--- src/rtl/tick_divider_pkg.sv ---
// -----------------------------------------------------------------------------
// tick_divider_pkg
//
// Shared definitions for the tick divider:
//   state_t       : run-control FSM encoding (IDLE, RUN, DONE)
//   CLK_HZ_50M    : nominal system clock frequency in Hz
//   DIV_100HZ     : divisor that turns a 50 MHz clock into a 100 Hz tick
//   TICK_RATE_HZ  : tick rate implied by the two constants above. It is used to
//                   derive the reset divisor for any clock frequency.
// -----------------------------------------------------------------------------
package tick_divider_pkg;

  typedef enum logic [1:0] {
    IDLE = 2'd0,
    RUN  = 2'd1,
    DONE = 2'd2
  } state_t;

  localparam int unsigned CLK_HZ_50M   = 50_000_000;
  localparam int unsigned DIV_100HZ    = 500_000;
  localparam int unsigned TICK_RATE_HZ = CLK_HZ_50M / DIV_100HZ;

endpackage

--- src/rtl/tick_divider.sv ---
// -----------------------------------------------------------------------------
// tick_divider
//
// Programmable period timer. Once started, Count runs 0..Div-1 on every enabled
// cycle. When Count reaches its terminal value, it wraps, and a registered
// one-cycle Tick is issued. The period is therefore exactly Div enabled cycles.
// The timer has a periodic mode and a one-shot mode. In one-shot mode the block
// parks in DONE after the first Tick.
//
// Parameters
//   CLK_HZ       input clock frequency in Hz
//   WIDTH        counter / divisor width in bits
//   DEFAULT_DIV  divisor loaded at reset (defaults to a 100 Hz tick)
//
// Ports
//   Clock        system clock, all logic on its rising edge
//   Resetn       synchronous active-low reset
//   En           count enable; low freezes Count and the FSM state
//   Start        pulse: start, or restart, a timing run
//   Stop         pulse: abort the run and return to IDLE (wins over Start)
//   Mode         0 = periodic, 1 = one-shot; sampled only on an accepted Start
//   Div_in       new divisor value (0 is treated as 1)
//   Div_load     pulse: capture Div_in
//   Tick         one-cycle pulse at the end of each period
//   Count        current count, 0..Div-1
//   Busy         high in RUN
//   Done         high in DONE (one-shot finished)
//   Div_pending  high while a divisor loaded during RUN waits to be applied
// -----------------------------------------------------------------------------
module tick_divider
  import tick_divider_pkg::*;
#(
  parameter int unsigned CLK_HZ      = CLK_HZ_50M,
  parameter int unsigned WIDTH       = 26,
  parameter int unsigned DEFAULT_DIV = CLK_HZ / TICK_RATE_HZ
) (
  input  logic             Clock,
  input  logic             Resetn,
  input  logic             En,
  input  logic             Start,
  input  logic             Stop,
  input  logic             Mode,
  input  logic [WIDTH-1:0] Div_in,
  input  logic             Div_load,
  output logic             Tick,
  output logic [WIDTH-1:0] Count,
  output logic             Busy,
  output logic             Done,
  output logic             Div_pending
);

  // ---------------------------------------------------------------------------
  // Elaboration-time sanity: the reset divisor must fit in the counter.
  // ---------------------------------------------------------------------------
  if (WIDTH < 64) begin : g_width_check
    if ((64'd1 << WIDTH) <= 64'(DEFAULT_DIV)) begin : g_width_too_small
      $error("tick_divider: WIDTH=%0d cannot represent DEFAULT_DIV=%0d",
             WIDTH, DEFAULT_DIV);
    end
  end

  // A divisor of 0 has no meaningful period. It is folded onto 1, which gives
  // a Tick on every enabled cycle.
  localparam logic [WIDTH-1:0] RESET_DIV =
    (DEFAULT_DIV == 0) ? WIDTH'(1) : WIDTH'(DEFAULT_DIV);

  // ---------------------------------------------------------------------------
  // State
  // ---------------------------------------------------------------------------
  state_t           state_q,       state_d;
  logic [WIDTH-1:0] count_q,       count_d;
  logic             tick_q,        tick_d;
  logic [WIDTH-1:0] div_q,         div_d;          // active divisor
  logic [WIDTH-1:0] pend_div_q,    pend_div_d;     // shadow divisor
  logic             div_pending_q, div_pending_d;
  logic             mode_q,        mode_d;

  // ---------------------------------------------------------------------------
  // Helpers
  // ---------------------------------------------------------------------------
  logic [WIDTH-1:0] div_in_safe;
  logic             terminal;
  logic             wrap;
  logic             apply_point;
  logic             load_has;
  logic [WIDTH-1:0] load_val;

  always_comb begin
    div_in_safe = (Div_in == '0) ? WIDTH'(1) : Div_in;
    terminal    = (count_q == (div_q - WIDTH'(1)));
    wrap        = (state_q == RUN) && En && terminal;

    // A period boundary is the only safe place to swap divisors while running.
    // Start and Stop both restart or clear the count, so they qualify as well.
    apply_point = Stop || Start || wrap;

    // A Div_load in the same cycle as an apply point takes effect at once. In
    // that case the new value overrides any older pending value.
    load_has    = Div_load || div_pending_q;
    load_val    = Div_load ? div_in_safe : pend_div_q;
  end

  // ---------------------------------------------------------------------------
  // Next-state logic
  // ---------------------------------------------------------------------------
  always_comb begin
    state_d       = state_q;
    count_d       = count_q;
    tick_d        = 1'b0;
    div_d         = div_q;
    pend_div_d    = pend_div_q;
    div_pending_d = div_pending_q;
    mode_d        = mode_q;

    // Run control. Stop has priority over Start. Both are honoured even while
    // En is low.
    if (Stop) begin
      state_d = IDLE;
      count_d = '0;
    end else if (Start) begin
      state_d = RUN;
      count_d = '0;
      mode_d  = Mode;
    end else if ((state_q == RUN) && En) begin
      if (terminal) begin
        count_d = '0;
        tick_d  = 1'b1;
        if (mode_q) begin
          state_d = DONE;
        end
      end else begin
        count_d = count_q + WIDTH'(1);
      end
    end

    // Divisor update. Outside RUN there is no period in flight, so a load is
    // applied immediately. Inside RUN it is parked in the shadow register.
    if (state_q != RUN) begin
      if (Div_load) begin
        div_d = div_in_safe;
      end
      div_pending_d = 1'b0;
    end else if (load_has && apply_point) begin
      div_d         = load_val;
      div_pending_d = 1'b0;
    end else if (Div_load) begin
      pend_div_d    = div_in_safe;
      div_pending_d = 1'b1;
    end
  end

  // ---------------------------------------------------------------------------
  // Registers
  // ---------------------------------------------------------------------------
  always_ff @(posedge Clock) begin
    if (!Resetn) begin
      state_q       <= IDLE;
      count_q       <= '0;
      tick_q        <= 1'b0;
      div_q         <= RESET_DIV;
      pend_div_q    <= RESET_DIV;
      div_pending_q <= 1'b0;
      mode_q        <= 1'b0;
    end else begin
      state_q       <= state_d;
      count_q       <= count_d;
      tick_q        <= tick_d;
      div_q         <= div_d;
      pend_div_q    <= pend_div_d;
      div_pending_q <= div_pending_d;
      mode_q        <= mode_d;
    end
  end

  // ---------------------------------------------------------------------------
  // Outputs
  // ---------------------------------------------------------------------------
  assign Tick        = tick_q;
  assign Count       = count_q;
  assign Busy        = (state_q == RUN);
  assign Done        = (state_q == DONE);
  assign Div_pending = div_pending_q;

endmodule

--- config.mk ---
export PLATFORM = sky130hd
export DESIGN_NAME = tick_divider
export DESIGN_NICKNAME = d
export VERILOG_FILES = /design/src/rtl/tick_divider_pkg.sv /design/src/rtl/tick_divider.sv
export SDC_FILE = /design/constraint.sdc
export NUM_CORES = 1
export LEC_CHECK = 0
export CAP_MARGIN = 20
export CORE_UTILIZATION = 55
export CTS_CLUSTER_DIAMETER = 40
export CTS_CLUSTER_SIZE = 20
export DETAILED_ROUTE_END_ITERATION = 12
export PLACE_DENSITY = 0.88
export SKIP_LAST_GASP = 1
export SYNTH_ARGS = -nofsm -noshare
export SYNTH_HDL_FRONTEND = slang
export SYNTH_SLANG_ARGS = --single-unit
--- constraint.sdc ---
create_clock -name Clock -period 3.83 [get_ports Clock]
set_clock_uncertainty 0.2 [all_clocks]
set_input_delay 0.9575 -clock Clock [delete_from_list [all_inputs] [get_ports Clock]]
set_output_delay 0.9575 -clock Clock [all_outputs]
set_load 0.02 [all_outputs]
==> metrics <==
Pleak 1.78 nW; crit path max fanout 26; count of final setup violators 0; Die Ht between 90 and 100 um; CP startpoint div_q[3]$_SDFFE_PN0P_; DR pass1 iterations 5; cells along the critical path nor3_2, nand3_2, or4b_1, nand4_1, a21oi_1, or4_1, o311a_1, buf_4, mux2i_1; top cells by area, synth dfxtp_1 36%, mux2i_1 10%, xnor2_1 7.1%, nand2_1 4.5%, nor3_1 4.1%; PortBufs 62; worst path buffer plus inverter count 1; Storage cell area between 0.0015 and 0.002 mm2; number of antenna-violating nets in the routed design 0; status completed; Tcrit/Tclk final a little over nine tenths; EDFF count, synth 0; first-pass GRT wire length roughly 18000 um; most frequent cell after synthesis dfxtp_1; CTS tree built; area grow syn2layout 19.7%; area of the core between 0.007 and 0.008 mm2; worst reg2reg path startpoint div_q[3]$_SDFFE_PN0P_; hold wc startpoint pend_div_q[23]$_SDFFE_PN0P_; via count a little over 4000; Reg clk slew, reported paths 0.09 ns; initial DRC count just under 300; cell type with the largest total area after synthesis dfxtp_1; relative max-transition margin about two fifths; Yosys reg bits 83; fraction of layout instances using a drive strength above 1 7.63%; Syn Area/Cell between 8 and 9 um2; WL/cell approximately 16 um; CP delay by family, top simple AND/OR/NAND/NOR gates; Tot GR Track Use between 20% and 30%; initial antenna violation count 0; fmax roughly 270 MHz; Num CTS Buffers 9; Max Cap Viol 0; Pwr Density 329 mW/mm2; Min Hold Slack around 0.26 ns; fin crit period ~3.7 ns; final core occ 69.4%; Worst-Margin Slew 0.873 ns; Setup Total Neg Slack 0 ns; Routed WL about 11000 um; Post-Syn Area roughly 0.0046 mm2; commonest register cell after synthesis dfxtp_1; FFs w/ async S/R, synth 0%; I/O pin total between 60 and 70; Synth top cells by count 83 x dfxtp_1, 55 x nand2_1, 46 x mux2i_1; area occupied by multi-input gates approximately 0.0027 mm2; grt total ovfl 0; capturing element type of the critical path flop; Worst EP required between 3 and 4 ns; final-report max-slew violation count 0; initial core utilization approximately 58%; final hold violations 0; vias in the first global route roughly 3900; num rows 32; CTS Hold Bufs 0; Hold Path Class reg -> reg; die width roughly 93 um; # H-tree levels 3; CTS root buffer clkbuf_8; syn_nets ~570; Nets 620; Synth top area share a little over a third; synth unique cells 59; hpwl dp 7940 um; Worst setup SP type flop; post-synthesis cell count 532; Worst-Skew Late Latency ~0.36 ns; Antenna diodes 0; Sink Count slightly above 80; RSZ-0062 raised after global routing no; largest net degree at the start of global routing 43; drt via density around 6.0; Die Area ~0.0087 mm2; fillcell total between 600 and 700; WS Path Type reg -> reg; Worst EP arrival 3.68 ns; routability cong. roughly 0.91; Max VDD drop between 150 and 200 uV; part of the Yosys area used for sequential elements approximately 36%; yosys warns 0; DRC 0; Max clock buf depth 2; CP max stage cell or4_1; CP peak stage delay 0.69 ns
[timing repair]
action                                  CTS  global route
gates resized for setup                   0             2
endpoints found under the setup margin    0            28
setup buffers                             0             0
[tightest hold or removal path, cell delays in order, from the launching register on]
cell and delay, ns:
dfxtp_1 0.32, nand2_1 0.05, mux2i_1 0.05
[power by group]
group | internal (mW) | switching (mW)
sequential | 0.883 | 0.0288
clock | 0.340 | 0.335
combinational | 0.102 | 0.113
total | 1.32 | 0.477
[layout by cell type (no fill, tap or decap), drive strengths merged, types with 11 or more instances in the layout]
cell type | netlist | final
inv | 26 | 27
nand3 | 17 | 17
clkdlybuf4s50 | 0 | 62
mux2i | 46 | 46
nor4 | 11 | 11
nand4 | 15 | 15
xor2 | 18 | 18
nor2 | 43 | 43
xnor2 | 37 | 37
o22ai | 19 | 19
nand2 | 55 | 55
dfxtp | 83 | 83
clkbuf | 20 | 11
nor3 | 39 | 39
[registers in the layout, indices dropped and copies added (netlist names)]
register / count
Div_pending: 1
Tick: 1
div_q: 26
state_q: 2
Count: 26
pend_div_q: 26
mode_q: 1
[worst paths after layout]
path | end | slack [ns] | cells past startpoint
min | pend_div_q[23]$_SDFFE_PN0P_ | 0.26 | 2
min reg2reg | pend_div_q[23]$_SDFFE_PN0P_ | 0.26 | 2
max reg2reg | pend_div_q[14]$_SDFFE_PN0P_ | 0.17 | 9
max | pend_div_q[14]$_SDFFE_PN0P_ | 0.17 | 9
[cell type report]
type                       count  share of cell area, %
sequential                    83                   30.4
clock buffer                  11                   2.77
timing repair buffer          72                   12.7
multi-input combinational    392                   48.9
clock inverter                 5                   1.10
tap                          102                   2.33
inverter                      27                   1.85
[routing by layer]
metal	global-route usage [%]	share of wire, %	up-vias
met5	0	0	-
met4	10.4	2.1	0
met3	3.25	4.5	23
met2	43.5	47	150
met1	35.3	46	1948
li1	-	-	2004
[stage by stage]
step / total power, mW / cell area (um2) / cells / worst slack, ns
detailed placement: 1.14 / 5250 / 676 / 0.183
finish: 1.80 / 5470 / 692 / 0.174
global placement: 1.13 / 5250 / 676 / 0.308
global route: 1.86 / 5470 / 692 / 0.0128
floorplan: 1.06 / 4570 / 532 / 0.363
CTS: 1.80 / 5460 / 692 / 0.183
[logic make-up (layout without fill, tap and decap cells)]
kind of cell	after synthesis	after routing	share of synthesized area, %
AND/OR/NAND/NOR	215	215	24.3
flip-flops	83	83	36.4
AO/OA/AOI/OAI	66	66	10.7
buffers and inverters	57	115	5.53
XOR/XNOR	55	55	10.5
multiplexers	54	54	12.0
adder cells (fa/ha/maj)	2	2	0.548
(Power assumes the default switching activity.)
